===== src/rtl/tamagotchi_pkg.sv =====
// Shared constants and button indices for the tamagotchi pet.
// Default cycle counts derive from the 50 MHz board clock.
package tamagotchi_pkg;

  localparam int CLK_HZ  = 50_000_000;
  localparam int DEB_MS  = 20;
  localparam int HOLD_MS = 5000;

  localparam int DEB_CYCLES_DEF  = (CLK_HZ / 1000) * DEB_MS;   // 1_000_000
  localparam int HOLD_CYCLES_DEF = (CLK_HZ / 1000) * HOLD_MS;  // 250_000_000

  typedef enum logic [2:0] {
    SALUD     = 3'd0,
    ENERGIA   = 3'd1,
    HAMBRE    = 3'd2,
    DIVERSION = 3'd3,
    RESET     = 3'd4,
    TEST      = 3'd5
  } btn_idx_e;

  // The light sensor rides in the slot after the six buttons.
  localparam int IDX_LEDSIGN = 6;
  localparam int NUM_IN      = 7;

endpackage


===== src/rtl/tamagotchi_btn_frontend_debounce.sv =====
// btn_debounce: 2-FF synchronizer plus counter debouncer for one raw input.
//   clk, rst_n : clock, async active-low reset
//   raw        : asynchronous raw input
//   level      : debounced level, active-high (inverted when RST_LVL=1)
//   rise       : registered one-cycle strobe on each accepted 0->1 of level
// RST_LVL is the idle level of the raw pin; an idle-high pin is treated
// as active-low and inverted after synchronization.
module btn_debounce #(
  parameter int   DEB_CYCLES = 1_000_000,
  parameter logic RST_LVL    = 1'b1
) (
  input  logic clk,
  input  logic rst_n,
  input  logic raw,
  output logic level,
  output logic rise
);

  localparam int CW = $clog2(DEB_CYCLES + 1);

  logic          sync1, sync2;
  logic          active;
  logic [CW-1:0] cnt;

  assign active = sync2 ^ RST_LVL;

  always_ff @(posedge clk or negedge rst_n) begin
    if (!rst_n) begin
      sync1 <= RST_LVL;
      sync2 <= RST_LVL;
      level <= 1'b0;
      rise  <= 1'b0;
      cnt   <= '0;
    end else begin
      sync1 <= raw;
      sync2 <= sync1;
      rise  <= 1'b0;
      if (active == level) begin
        cnt <= '0;
      end else if (cnt == CW'(DEB_CYCLES - 1)) begin
        // This cycle is the DEB_CYCLES-th consecutive differing sample.
        level <= active;
        rise  <= active;
        cnt   <= '0;
      end else begin
        cnt <= cnt + 1'b1;
      end
    end
  end

endmodule


===== src/rtl/tamagotchi_btn_frontend.sv =====
// tamagotchi_btn_frontend: conditions the six raw pushbuttons and the light
// sensor for the control FSM.
//   clk, rst_n           : clock, async active-low reset
//   btn_*_n              : raw active-low buttons
//   ledsign_raw          : raw active-high light sensor
//   btn_salud/energia/hambre/diversion : one-cycle press pulses
//   btn_reset, btn_test  : one-cycle pulses after a continuous long hold
//   ledsign              : debounced sensor level
// Action presses are dropped while reset or test is held; reset wins over
// test, whose hold count is frozen at zero while reset is held.
module tamagotchi_btn_frontend
  import tamagotchi_pkg::*;
#(
  parameter int DEB_CYCLES  = DEB_CYCLES_DEF,
  parameter int HOLD_CYCLES = HOLD_CYCLES_DEF
) (
  input  logic clk,
  input  logic rst_n,
  input  logic btn_salud_n,
  input  logic btn_energia_n,
  input  logic btn_hambre_n,
  input  logic btn_diversion_n,
  input  logic btn_reset_n,
  input  logic btn_test_n,
  input  logic ledsign_raw,
  output logic btn_salud,
  output logic btn_energia,
  output logic btn_hambre,
  output logic btn_diversion,
  output logic btn_reset,
  output logic btn_test,
  output logic ledsign
);

  localparam int HW = $clog2(HOLD_CYCLES + 1);

  logic [NUM_IN-1:0] raw, lvl, rise;

  assign raw = {ledsign_raw, btn_test_n, btn_reset_n, btn_diversion_n,
                btn_hambre_n, btn_energia_n, btn_salud_n};

  for (genvar i = 0; i < NUM_IN; i++) begin : g_deb
    btn_debounce #(
      .DEB_CYCLES (DEB_CYCLES),
      .RST_LVL    (i != IDX_LEDSIGN)
    ) u_deb (
      .clk   (clk),
      .rst_n (rst_n),
      .raw   (raw[i]),
      .level (lvl[i]),
      .rise  (rise[i])
    );
  end

  assign ledsign = lvl[IDX_LEDSIGN];

  logic          mask;
  logic          rst_hold, tst_hold;
  logic [HW-1:0] hcnt_rst, hcnt_tst;
  logic          done_rst, done_tst;
  logic          fire_rst, fire_tst;

  assign mask     = lvl[RESET] | lvl[TEST];
  assign rst_hold = lvl[RESET];
  assign tst_hold = lvl[TEST] & ~lvl[RESET];

  // done_* remembers that this press already fired, so a saturated counter
  // (or a test count restarted after reset is let go) cannot fire twice.
  assign fire_rst = rst_hold && (hcnt_rst == HW'(HOLD_CYCLES)) && !done_rst;
  assign fire_tst = tst_hold && (hcnt_tst == HW'(HOLD_CYCLES)) && !done_tst;

  always_ff @(posedge clk or negedge rst_n) begin
    if (!rst_n) begin
      btn_salud     <= 1'b0;
      btn_energia   <= 1'b0;
      btn_hambre    <= 1'b0;
      btn_diversion <= 1'b0;
      btn_reset     <= 1'b0;
      btn_test      <= 1'b0;
      hcnt_rst      <= '0;
      hcnt_tst      <= '0;
      done_rst      <= 1'b0;
      done_tst      <= 1'b0;
    end else begin
      btn_salud     <= rise[SALUD]     & ~mask;
      btn_energia   <= rise[ENERGIA]   & ~mask;
      btn_hambre    <= rise[HAMBRE]    & ~mask;
      btn_diversion <= rise[DIVERSION] & ~mask;

      if (!rst_hold)                          hcnt_rst <= '0;
      else if (hcnt_rst != HW'(HOLD_CYCLES))  hcnt_rst <= hcnt_rst + 1'b1;

      if (!tst_hold)                          hcnt_tst <= '0;
      else if (hcnt_tst != HW'(HOLD_CYCLES))  hcnt_tst <= hcnt_tst + 1'b1;

      done_rst  <= lvl[RESET] & (done_rst | fire_rst);
      done_tst  <= lvl[TEST]  & (done_tst | fire_tst);
      btn_reset <= fire_rst;
      btn_test  <= fire_tst;
    end
  end

endmodule


===== config.mk =====
export PLATFORM = sky130hd
export DESIGN_NAME = tamagotchi_btn_frontend
export DESIGN_NICKNAME = d
export VERILOG_FILES = /design/src/rtl/tamagotchi_pkg.sv /design/src/rtl/tamagotchi_btn_frontend_debounce.sv /design/src/rtl/tamagotchi_btn_frontend.sv
export SDC_FILE = /design/constraint.sdc
export NUM_CORES = 1
export LEC_CHECK = 0
export CAP_MARGIN = 20
export CORE_AREA = 4 4 219 157
export CTS_BUF_LIST = sky130_fd_sc_hd__clkbuf_8
export CTS_CLUSTER_DIAMETER = 100
export DETAILED_ROUTE_END_ITERATION = 16
export DIE_AREA = 0 0 223 161
export GPL_TIMING_DRIVEN = 0
export PLACE_DENSITY_LB_ADDON = 0.1
export SYNTH_ARGS = -nofsm -noshare
export SYNTH_HDL_FRONTEND = slang
export SYNTH_SLANG_ARGS = --single-unit

===== constraint.sdc =====
create_clock -name clk -period 3.1 [get_ports clk]
set_input_delay 0.465 -clock clk [delete_from_list [all_inputs] [get_ports clk]]
set_output_delay 0.465 -clock clk [all_outputs]
set_load 0.005 [all_outputs]

# Yosys cells after proc, flatten, opt, wreduce, memory -nomap -nowiden
# Index checks and enable logic that the tools add are counted.
[totals]
memories = 0
output_inout_bits = 7
elab_cells = 135
regBits = 229
latch_bits = 0
in_bits = 9
ram_bits = 0
romBits = 0
[op_classes]
eq_ne = 20
n_lt_le_gt_ge = 0
bitwise_logic = 25
muxes = 26
add_sub_neg = 9
reduce_logical = 13
n_mul = 0
shifts = 0
div = 0
[op_table]
columns = ["operator", "count"]
rows = [
  ["2-to-1 mux 20 bit", 14],
  ["adder 20 x 1 -> 20 bit (second input constant)", 7],
  ["equality test 20 bit (second input constant)", 7],
  ["2-to-1 mux 28 bit", 4],
  ["adder 28 x 1 -> 28 bit (second input constant)", 2],
  ["equality test 28 bit (second input constant)", 2],
  ["!= test 28 bit (second input constant)", 2],
  ["NOT 1 bit", 15],
  ["AND reduction 2 bit", 7],
  ["2-to-1 mux 1 bit", 8],
  ["bitwise AND 1 bit", 7],
  ["equality test 1 bit", 7],
  ["logical AND 1 bit", 4],
  ["bitwise OR 1 bit", 3],
  ["logical NOT 1 bit", 2],
  ["!= test 2 x 1 -> 1 bit (second input constant)", 1],
  ["!= test 2 bit (second input constant)", 1],
]

# Longest topological paths before layout
[logic_depth]
ltp_word = 6
ltp_mapped = 7

# Hierarchy
# From an unflattened synthesis, not the netlist that was laid out.
[hier_totals]
hier_cells = 1138
hier_area_um2 = 11314.6
[by_module_without_submodules]
columns = ["mod", "instances", "cells_per_inst", "seq_area_each_um2", "area_each_um2"]
rows = [
  ["btn_debounce at g_deb[0].u_deb ...", 6, 112, 603.1, 1137.3],
  ["tamagotchi_btn_frontend", 1, 350, 1601.5, 3354.5],
  ["btn_debounce at g_deb[6].u_deb", 1, 116, 600.6, 1136.1],
]

# Least setup slack after synthesis
# Ideal clock, no wire load.
[synth_path]
path_type = "register to register"
start = "register hcnt_rst[19]"
end = "register hcnt_rst[0]"
arrival_ps = 1857
setup_slack_ps = 1106
stages_incl_launch_ff = 5
path_cell_list = "dfrtp_1 > or4b_2 > or4_4 > o21ai_0 > a21oi_1"
[synth_via]
elab_chain_cells = 2
[synth_lines]
columns = ["item", "line_no", "rtl"]
rows = [
  ["from (decl)", "tamagotchi_btn_frontend.sv:59", "logic [HW-1:0] hcnt_rst, hcnt_tst;"],
  ["from (signal assigned)", "tamagotchi_btn_frontend.sv:91", "else if (hcnt_rst != HW'(HOLD_CYCLES)) hcnt_rst <= hcnt_rst + 1'b1;"],
  ["!= test 28 bit", "tamagotchi_btn_frontend.sv:91", ""],
  ["!= test 2 bit (no line)", "n/a", ""],
]
# Every way passes these cells.
# A chain may end at the register's enable or synchronous reset.

# Worst setup path after layout
[layout_path]
start = "register g_deb[0].u_deb.cnt[0]"
end = "register g_deb[0].u_deb.cnt[8]"
[layout_via]
elab_chain_cells = 3
elab_cells_between_ends = 4
[layout_lines]
columns = ["item", "line_no", "rtl"]
rows = [
  ["from (decl)", "tamagotchi_btn_frontend_debounce.sv:23", "logic [CW-1:0] cnt;"],
  ["from (signal assigned)", "tamagotchi_btn_frontend_debounce.sv:46", "cnt <= cnt + 1'b1;"],
  ["adder 20 x 1 -> 20 bit or equality test 20 bit (tied branches)", "tamagotchi_btn_frontend_debounce.sv:46, tamagotchi_btn_frontend_debounce.sv:40", ""],
  ["2-to-1 mux 20 bit *", "tamagotchi_btn_frontend_debounce.sv:40", "end else if (cnt == CW'(DEB_CYCLES - 1)) begin"],
  ["2-to-1 mux 20 bit *", "tamagotchi_btn_frontend_debounce.sv:38", "if (active == level) begin"],
]
# Every way passes the cells marked *; elsewhere a longest branch is shown, timed or not.

==> results.md <==
Run status:
- The flow ran to the end, and the final reports show no timing, DRC or antenna violations.

Die:
- The vertical die dimension is 161 um.
- The initial utilization of the core area, before any placement, comes to 34.66%.
- In this run the core area contains 55 standard-cell rows.
- The area of the die is 0.03590 sq mm.
- The number of top-level design ports is 16.
- The core region area is 0.03214 sq mm.
- The floorplan step set the die width to 223 um.

Worst setup path:
- Counting cells, the worst reg-to-reg path comes to 7.
- The endpoint identified for the worst register-to-register timing path is g_deb[0].u_deb.cnt[8].
- On the critical path, the stage with the largest delay is an instance of sky130_fd_sc_hd__o31ai_2.
- The critical path is of the reg -> reg type.
- The required time reported for the critical path endpoint is 3510 ps.
- The nature of the critical path endpoint is a register.
- Setup slack on the worst reg-to-reg path comes out at 680 ps.
- On the worst path, the slowest cell contributes a delay of 720 ps.
- In this run the critical register-to-register path is launched from g_deb[0].u_deb.cnt[0].
- The type of origin of the critical path is a register.
- In this run the worst path has a maximum fanout of 10.
- The data arrival time of the critical path is 2830 ps.
- The kind of cell with the highest combined delay along the critical path is compound AO/OA/AOI/OAI gates.
- In this run the worst setup path begins at g_deb[0].u_deb.cnt[0].
- The signal on the critical path passes through ha_1, and3_1, clkbuf_1, nand3_1, o31ai_2, buf_4, nor2_1.
- The number of buffer and inverter stages on the critical path is 2.

Global routing:
- The initial antenna violation count was 0.
- The first-pass GRT wire length is 40.92 mm.
- The via count of the first global-routing pass is 7967.
- The largest net degree at the start of global routing is 104.
- In the global route stage, overall resource usage came out at 13.33%.
- The total congestion overflow after global routing is 0.

STA:
- The final cycle utilization of the critical path is 78.05%.
- The number of pins with negative max-slew slack in the final report came to 0.
- The worst max-slew margin expressed relative to the limit is 34.16%.
- After layout, the worst setup slack is 680.6 ps.
- Setup violations remaining at the end of the flow were counted as 0.
- The measured slew at the worst slew-check pin is 978.5 ps.
- Timing would allow up to 413.3 MHz.
- The count of endpoints failing hold in the final timing report is 0.
- Clock skew on the completed layout was measured at 15.69 ps.
- Setup repair after global routing left no endpoint under its margin.
- In the final timing run, aggregate negative setup slack is 0 ps.
- The shortest period the worst path allows is 2419 ps.

Synthesis:
- The post-synthesis sequential area ratio is 51.58%.
- The synthesized netlist net count is 1156.
- By area, the combinational part of the netlist is dominated by simple AND/OR/NAND/NOR gates.
- The area of the mapped netlist is 0.01114 sq mm.
- The compound-cell area share of the yosys netlist is 7.032%.
- The synthesized netlist devotes 9.043% of its cell area to XOR and XNOR gates.
- The post-synthesis cell type count is 50.
- Yosys printed 0 warnings.
- The average cell area after synthesis is 9.805 sq um.
- After Yosys synthesis, full adders, half adders and majority gates account for 1.236% of the synthesized area.
- The synthesis-stage register bit count is 229.
- The basic-gate share of the synthesized area counting and, or, nand and nor cells is 26.89%.
- The synthesized netlist cell count is 1136.
- The proportion of synthesized area in mux cells is 1.719%.

Layout:
- The layout filler cell count is 3214.
- The post-route cell area is 0.01277 sq mm.
- The fraction of layout cells with a size suffix above 1 is 9.039%.
- The net count of the finished layout is 1218.
- From synthesis to final layout, the design area changed by 14.65%.

Placement:
- The number of I/O port buffers is 15.
- In this run the cell area measured after placement is 0.01188 sq mm.
- Routability-driven placement finished with a final weighted congestion of 0.7720.
- The worst slack after detailed placement is 637.7 ps.
- The detailed placer's ending HPWL is 15.50 mm.

Route:
- After detailed routing, the average wire length per cell comes to 14.20 um.
- The total number of vias is 8301.
- The post-detailed-route count of antenna-violating nets is 0.
- In the routed design, unresolved DRC markers number 0.
- The routed design has 23.51 mm of wire.
- In the routed layout, each cell is associated on average with a via count of 5.013.
- The first routing iteration left 514 violations.
- The length of the first detailed-routing pass in iterations is 4.

Min path:
- The worst hold path begins at btn_hambre_n.
- For hold timing, the worst endpoint is g_deb[2].u_deb.sync1.
- Counting instances, the worst hold path has a depth of 1.
- The worst hold path belongs to the class in -> reg.

Clock network:
- No sink is reached through more buffers than the 3 on the longest clock path.
- The number of sinks on the clock net is 229.
- For the worst-skew pair, the clock arrives at the later sink with an insertion delay of 540 ps.
- The number of buffers inserted by hold repair at cts is 1.
- The cell sitting at the root of the clock tree is a sky130_fd_sc_hd__clkbuf_8.
- The clock tree from TritonCTS is yes.
- The post-CTS repair timing setup buffer count is 0.
- The count of instances resized after the clock tree is built is 0.
- Counting the buffers created by CTS gives 41.
- The H-tree was split into 2 levels.
- After clock tree synthesis, the clock-pin slew on the worst setup and hold paths is 60 ps.

Pwr:
- In this run the power spent charging and discharging nets is 1402 uW.
- Net switching is 22.74% of the power.
- Per report_power, the sequential group accounts for 49.6% of the total.
- The share of total power dissipated in combinational logic is 2.6%.
- Per report_power, the clock group accounts for 47.8% of the total.
- The internal power summed over all cells is 4762 uW.
- The peak supply drop is 0.0003187 V.
- Dividing total power by cell area gives a power density of 482.6 mW/mm^2.
- The analysis attributes to cell leakage a power of 0.004941 uW.

Flow run:
- The count of max-cap constraint violations is 0.
## state kept, by name, indices dropped and copies added (netlist names)
signal              count
g_deb.u_deb.cnt       140
hcnt_rst               28
hcnt_tst               28
g_deb.u_deb.level       7
g_deb.u_deb.sync1       7
g_deb.u_deb.sync2       6
g_deb.u_deb.rise        4
btn_diversion           1
btn_energia             1
btn_hambre              1
btn_reset               1
btn_salud               1
btn_test                1
done_rst                1
done_tst                1
g_deb.u_deb.active      1
## power by group through the flow
stage	combinational (uW)	clock, uW	sequential, uW
6_report	158	2950	3060
5_1_grt	188	3250	3060
4_1_cts	168	3100	3060
3_5_place_dp	166	0	3110
3_3_place_gp	157	0	3110
2_1_floorplan	62.1	0	3110
## logic make-up (layout without fill, tap and decap cells)
family,after synthesis,after routing
buf+inv,72,164
fa+ha+maj,11,11
flops,229,229
simple gates,555,555
xor+xnor,115,115
mux,19,19
other cells,0,1
compound gates,135,135
## worst reg2reg max path, stage by stage (launching register included)
cell and delay (ps):
sky130_fd_sc_hd__dfrtp_1 400, sky130_fd_sc_hd__ha_1 200, sky130_fd_sc_hd__and3_1 170, sky130_fd_sc_hd__clkbuf_1 230, sky130_fd_sc_hd__nand3_1 210, sky130_fd_sc_hd__o31ai_2 720, sky130_fd_sc_hd__buf_4 300, sky130_fd_sc_hd__nor2_1 70
## cell usage after synthesis, drive strengths merged
cell type | n | area (sq um)
a31o | 2 | 17.52
nand3 | 75 | 375.4
inv | 44 | 165.2
nand2b | 6 | 37.54
nor3 | 35 | 175.2
and2 | 9 | 56.30
xor2 | 32 | 280.3
or3 | 38 | 240.2
ha | 11 | 137.6
nor2 | 143 | 536.8
nand4b | 6 | 52.55
nor4b | 9 | 85.08
and4b | 1 | 10.01
or2 | 13 | 81.33
buf | 7 | 33.78
o31ai | 31 | 242.7
mux2i | 18 | 180.2
o21ai | 35 | 175.2
o41ai | 2 | 17.52
nand4 | 51 | 334.1
a211oi | 1 | 7.510
a21oi | 63 | 315.3
or4b | 3 | 30.03
nand2 | 60 | 225.2
dfrtp | 217 | 5430
and3b | 1 | 8.760
nor4 | 29 | 187.7
o21a | 1 | 7.510
nor2b | 3 | 18.77
or4bb | 2 | 22.52
nor4bb | 1 | 10.01
xnor2 | 83 | 727.0
clkbuf | 21 | 78.83
and3 | 28 | 176.4
or4 | 35 | 270.3
dfstp | 12 | 315.3
and4 | 7 | 61.31
mux2 | 1 | 11.26
## metal layers
layer  global-route usage [%]  share of wire (%)
met1                    21.39                 56
met4                    3.668                1.8
met5                        0                  0
met3                    2.925                3.4
met2                    17.77                 39
## worst max-delay path by stage
stage | to | cells past startpoint | slack (ps)
after CTS | g_deb[0].u_deb.cnt[8] | 7 | 630
after detailed placement | g_deb[0].u_deb.cnt[8] | 7 | 640
after floorplan | hcnt_rst[0] | 4 | 1110
final | g_deb[0].u_deb.cnt[8] | 7 | 680
after global placement | g_deb[0].u_deb.cnt[8] | 1 | -8960
after global routing | g_deb[0].u_deb.cnt[8] | 7 | 420
## area by class of cell
class	count	area (sq um)	area share, %
Clock buffer	56	770.7	6.036
Sequential cell	229	5746	44.99
Tap cell	427	534.3	4.184
Inverter	44	165.2	1.293
Clock inverter	17	98.84	0.7741
Buffer	28	112.6	0.8818
Timing Repair Buffer	19	225.2	1.764
Antenna cell	1	2.502	0.01960
Multi-Input combinational cell	835	5115	40.06
## cells in the final DEF, fill, tap and decap left out, types with 27 or more instances in the layout
cell                       count
sky130_fd_sc_hd__xnor2_1      83
sky130_fd_sc_hd__dfrtp_1     217
sky130_fd_sc_hd__a21oi_1      63
sky130_fd_sc_hd__nor4_1       28
sky130_fd_sc_hd__inv_1        54
sky130_fd_sc_hd__nand3_1      75
sky130_fd_sc_hd__nand4_1      50
sky130_fd_sc_hd__nor2_1      143
sky130_fd_sc_hd__xor2_1       32
sky130_fd_sc_hd__nor3_1       35
sky130_fd_sc_hd__o31ai_1      29
sky130_fd_sc_hd__or4_1        33
sky130_fd_sc_hd__clkbuf_8     56
sky130_fd_sc_hd__and3_1       27
sky130_fd_sc_hd__or3_1        36
sky130_fd_sc_hd__nand2_1      60
sky130_fd_sc_hd__o21ai_0      34
## stage by stage
step / util [%] / total power, uW / cells / hold slack (ps)
after floorplan: - / 3167 / 1136 / 169.4
after global placement: 36.79 / 3272 / 1578 / 331.9
after detailed placement: 36.97 / 3277 / 1580 / 341.6
after CTS: 39.71 / 6330 / 1654 / 270.9
after global routing: 39.73 / 6498 / 1655 / 272.4
final: 39.74 / 6163 / 1656 / 328.5
Power figures use the tool's default switching activity.
==> RTL edit 1, RTL diff (same settings) <==
Put a register stage on the output `ledsign`, cleared by the reset. The value now appears one clock later. The other outputs are not delayed to match.
--- a/src/rtl/tamagotchi_btn_frontend.sv
+++ b/src/rtl/tamagotchi_btn_frontend.sv
@@ -52,7 +52,13 @@
     );
   end
 
-  assign ledsign = lvl[IDX_LEDSIGN];
+  always_ff @(posedge clk or negedge rst_n) begin
+    if (!rst_n) begin
+      ledsign <= '0;
+    end else begin
+      ledsign <= lvl[IDX_LEDSIGN];
+    end
+  end
 
   logic          mask;
   logic          rst_hold, tst_hold;
Function: no difference found for any inputs over 10 cycles, from zero or initial values and one cycle with rst_n low; that may be too few to reach the edited logic, so the function may still have changed.
==> RTL edit 1 against the unedited design <==
Synthesized area up 0.22%. Routed wire length up 1.1%. Total power down 1.8%. Global-route usage up 0.13 points. Count of clock-buffer cells in the layout down 2. Worst setup slack worse by 0.084 ns. Design area down 0.15%. Sequential cell count up 1. Critical path type unchanged. Critical endpoint is now g_deb[0].u_deb.cnt[6]. Highest routed layer unchanged.
==> RTL edit 1: results (changes against the unedited design) <==
INFO  drt            post_drt_via_cell_ratio=5.02 [+0.12%]
INFO  setup_path     worst_setup_slack_for_register_to_register_paths=0.60ns [-0.08 ns]
INFO  synth          yosysSeqAreaShare=51.7% [+0.11 points]
INFO  drt            dr_wl_met3=789um [-0.75%]
INFO  final_layout   reg_top3=g_deb.u_deb.cnt (140), hcnt_rst (28), hcnt_tst (28)
INFO  global_route   wire_length_of_the_first_global_routing_pass=41.5mm [+1.3%]
INFO  timing         maxSlewHeadroom=30.7% [-3.5 points]
INFO  hold_path      timing.hold.worst_endpoint=g_deb[5].u_deb.sync1
INFO  clocking       cts-resized-gates=0 [unchanged]
INFO  global_route   grt_antenna_before_repair=0 [unchanged]
INFO  drt            drt-wirelength-per-cell=14.3um [+1.0%]
INFO  place          postPlaceCellArea=11900squm [+0.21%]
INFO  final_layout   number_of_inserted_diodes=0 [-1]
INFO  hold_path      worst_hold_startpoint=btn_test_n
INFO  place          dp_cells=1581 [+0.063%]
INFO  pwr            peakVddDrop=0.242mV [-24%]
INFO  global_route   pin_count_of_the_biggest_net_entering_global_routing=107 [+2.9%]
INFO  place          dp_hpwl=15.5mm [+0.16%]
INFO  global_route   groute.layer.met3.usage=2.71% [-0.22 points]
INFO  final_layout   non_filler_instance_count_after_layout=1657 [+0.060%]
INFO  synth          post_synth_main_area_contributors=sky130_fd_sc_hd__dfrtp_1 (49%), sky130_fd_sc_hd__xnor2_1 (6.5%), sky130_fd_sc_hd__nor2_1 (4.8%), sky130_fd_sc_hd__nand3_1 (3.4%), sky130_fd_sc_hd__a21oi_1 (2.8%)
INFO  setup_path     critPathArrivalTime=2.93ns [+0.10 ns]
INFO  synth          synth.top_cells.by_count=sky130_fd_sc_hd__dfrtp_1 (218), sky130_fd_sc_hd__nor2_1 (143), sky130_fd_sc_hd__xnor2_1 (83)
INFO  global_route   met2_usage=18.4% [+0.68 points]
INFO  synth          synth_compound_gate_area_share=7.02% [-0.016 points]
INFO  drt            drt_first_pass_iters=5 [+1]
INFO  timing         holdWs=0.321ns [-0.00758 ns]
INFO  place          place_congestion=0.750 [-2.9%]
INFO  global_route   grt_pass1_vias=8211 [+3.1%]
INFO  global_route   met1_usage=21.3% [-0.061 points]
INFO  synth          post_synth_fa_ha_maj_area_fraction=1.23% [-0.0028 points]
INFO  run_status     run_status=finished, final reports clean
INFO  synth          synth_fp_nets=1157 [+0.087%]
INFO  final_layout   final_layout_size_suffix_gt1_share=8.70% [-0.34 points]
INFO  pwr            p_leak=0.00494uW [about the same]
INFO  drt            detailroute.wirelength.met2=9.34mm [+2.8%]
INFO  drt            drtIter0Drc=504 [-1.9%]
INFO  synth          synth_xor_xnor_area_share=9.02% [-0.020 points]
INFO  synth          syn_area_per_cell=9.82squm [+0.14%]
INFO  timing         maxClockFrequency=399MHz [-3.4%]
INFO  place          place_ws=0.606ns [-0.0320 ns]
INFO  setup_path     worstSetupEndpoint=g_deb[0].u_deb.cnt[6]
RTL edit 1: cell types whose count changed in the layout (fill, tap and decap cells not counted), sizes merged:
| cell | delta |
|---|---|
| diode | -1 |
| clkinv | -1 |
| bufinv | -1 |
| inv | +5 |
| clkinvlp | +1 |
| dfrtp | +1 |
| buf | -1 |
| clkbuf | -2 |
RTL edit 1: layout make-up:
cell class / count / area, sq um
Multi-Input combinational cell: 835 / 5110
Inverter: 44 / 165
Clock inverter: 21 / 90.1
Timing Repair Buffer: 18 / 220
Sequential cell: 230 / 5770
Fill cell: 3181 / 19400
Buffer: 28 / 113
Clock buffer: 54 / 743
Tap cell: 427 / 534
RTL edit 1: logic make-up after synthesis:
logic type | count (synthesis)
AOI/OAI and AO/OA | 135
adders and majority gates | 11
xor gates and xnor gates | 115
buffers and inverters | 72
DFF | 230
muxes | 19
and+or+nand+nor | 555
RTL edit 1: report_power, final:
group          internal (uW)  total [uW]  leakage, uW  switching (uW)
Combinational           46.5         157      0.00131             110
Clock                   1560        2820     0.000486            1270
Sequential              3040        3070      0.00315            30.9
RTL edit 1: worst max-delay path: stages (launching register included):
cell and delay, ns:
sky130_fd_sc_hd__dfrtp_1 0.41, sky130_fd_sc_hd__ha_1 0.20, sky130_fd_sc_hd__and3_1 0.16, sky130_fd_sc_hd__clkbuf_1 0.25, sky130_fd_sc_hd__nand3_1 0.22, sky130_fd_sc_hd__o31ai_2 0.75, sky130_fd_sc_hd__buf_4 0.31, sky130_fd_sc_hd__nor2_1 0.07
==> RTL edit 2, RTL diff (same flow settings) <==
Without the edit above. `DEB_MS`: 20 -> 40.
--- a/src/rtl/tamagotchi_pkg.sv
+++ b/src/rtl/tamagotchi_pkg.sv
@@ -3,7 +3,7 @@
 package tamagotchi_pkg;
 
   localparam int CLK_HZ  = 50_000_000;
-  localparam int DEB_MS  = 20;
+  localparam int DEB_MS  = 40;
   localparam int HOLD_MS = 5000;
 
   localparam int DEB_CYCLES_DEF  = (CLK_HZ / 1000) * DEB_MS;   // 1_000_000
Formal check against the unedited RTL: same outputs for any inputs over 10 cycles, from zero or initial values and one cycle with rst_n low; that may be too few to reach the edited logic, so the function may still have changed.
==> RTL edit 2 against the unedited design <==
Sequential power rose by 3%. Routed wire length rose by 8.2%. Fmax fell by 7.9%. Total power rose by 5.0%. Synthesized area rose by 4.1%. Sequential cell count rose by 7. Design area rose by 4.0%. Largest cell class unchanged. Worst setup slack got worse by 0.21 ns.
==> RTL edit 2: results (changes against the unedited design) <==
INFO  run_status     run_status=finished, final reports clean
INFO  drt            post_drt_via_cell_ratio=5.22 [+4.1%]
INFO  final_layout   reg_top3=g_deb.u_deb.cnt (147), hcnt_rst (28), hcnt_tst (28)
INFO  drt            drtIter0Drc=708 [+38%]
INFO  drt            drt_first_pass_iters=5 [+1]
INFO  setup_path     startpoint=g_deb[2].u_deb.cnt[0]
INFO  global_route   pin_count_of_the_biggest_net_entering_global_routing=108 [+3.8%]
INFO  global_route   track_usage=14.4% [+1.1 points]
INFO  timing         final_setup_skew=0.0181ns [+0.00244 ns]
INFO  synth          synth_fp_nets=1204 [+4.2%]
INFO  setup_path     worst-r2r-cell-count=6 [-1]
INFO  final_layout   number_of_inserted_diodes=0 [-1]
INFO  global_route   wire_length_of_the_first_global_routing_pass=44.1mm [+7.8%]
INFO  final_layout   fillers=3133 [-2.5%]
INFO  global_route   groute.layer.met3.usage=3.07% [+0.15 points]
INFO  setup_path     critical_path.slowest_cell=sky130_fd_sc_hd__o41ai_2
INFO  global_route   grt_pass1_vias=8427 [+5.8%]
INFO  pwr            p_leak=0.00507uW [+2.5%]
INFO  synth          yosysSeqAreaShare=51.1% [-0.52 points]
INFO  setup_path     r2r_end=g_deb[2].u_deb.cnt[16]
INFO  setup_path     critPathArrivalTime=3.05ns [+0.22 ns]
INFO  final_layout   design.final.nets=1265 [+3.9%]
INFO  timing         final.period_utilization=84.7% [+6.7 points]
INFO  timing         maxSlewHeadroom=36.0% [+1.9 points]
INFO  place          place_ws=0.432ns [-0.206 ns]
INFO  synth          synthDistinctLibCells=56 [+12%]
## RTL edit 2: per-stage QoR
step | hold slack, ns | utilization (%) | setup TNS (ns) | cells | power (uW)
6_report | 0.308 | 41.3 | 0 | 1704 | 6470
5_1_grt | 0.278 | 41.3 | 0 | 1704 | 6800
4_1_cts | 0.257 | 41.3 | 0 | 1704 | 6620
3_5_place_dp | 0.331 | 38.4 | 0 | 1628 | 3380
3_3_place_gp | 0.337 | 38.2 | -2133.64 | 1626 | 3380
2_1_floorplan | 0.169 | - | 0 | 1184 | 3270
## RTL edit 2: final cells by class
cell class	instances	area share (%)
Multi-Input combinational cell	870	40.2
Clock inverter	17	0.971
Clock buffer	58	6.01
Inverter	39	1.10
Sequential cell	236	44.6
Timing Repair Buffer	18	1.66
Buffer	39	1.41
Tap cell	427	4.02
## RTL edit 2: cells by family (layout without fill, tap and decap cells)
| logic type | after synthesis | in the layout | share of synthesized area, % |
|---|---|---|---|
| simple gates | 578 | 578 | 27.3 |
| flops | 236 | 236 | 51.1 |
| compound gates | 150 | 150 | 7.55 |
| xor+xnor | 118 | 118 | 8.91 |
| buf+inv | 78 | 171 | 2.88 |
| mux | 13 | 13 | 1.13 |
| fa+ha+maj | 11 | 11 | 1.19 |
## RTL edit 2: worst reg2reg max path: stages, from the launching register on
cell and delay (ns):
sky130_fd_sc_hd__dfrtp_1 0.38, sky130_fd_sc_hd__ha_1 0.25, sky130_fd_sc_hd__and4_1 0.35, sky130_fd_sc_hd__nand3_1 0.16, sky130_fd_sc_hd__o41ai_2 0.91, sky130_fd_sc_hd__buf_2 0.38
sky130_fd_sc_hd__nor2_1 0.08
## RTL edit 2: per-layer routing
| layer | share of wire (%) | up-vias |
|---|---|---|
| met4 | 1.8 | 0 |
| met1 | 56 | 4298 |
| met2 | 38 | 138 |
| li1 | - | 4419 |
| met5 | 0 | - |
| met3 | 4.2 | 40 |
## RTL edit 2: power by group through the flow
stage / sequential [uW] / combinational, uW / clock, uW
after floorplan: 3200 / 70.9 / 0
after global placement: 3210 / 170 / 0
after detailed placement: 3200 / 181 / 0
after CTS: 3150 / 182 / 3290
after global routing: 3150 / 205 / 3440
final: 3150 / 173 / 3150
## RTL edit 2: worst min-delay path by stage
stage	start	end	slack, ns	depth (start not counted)
CTS	btn_salud_n	g_deb[0].u_deb.sync1	0.26	1
floorplan	rst_n	btn_diversion	0.17	0
detailed placement	rst_n	g_deb[5].u_deb.cnt[8]	0.33	1
global placement	g_deb[6].u_deb.sync1	g_deb[6].u_deb.active	0.34	0
finish	btn_salud_n	g_deb[0].u_deb.sync1	0.31	1
global route	btn_energia_n	g_deb[1].u_deb.sync1	0.28	1
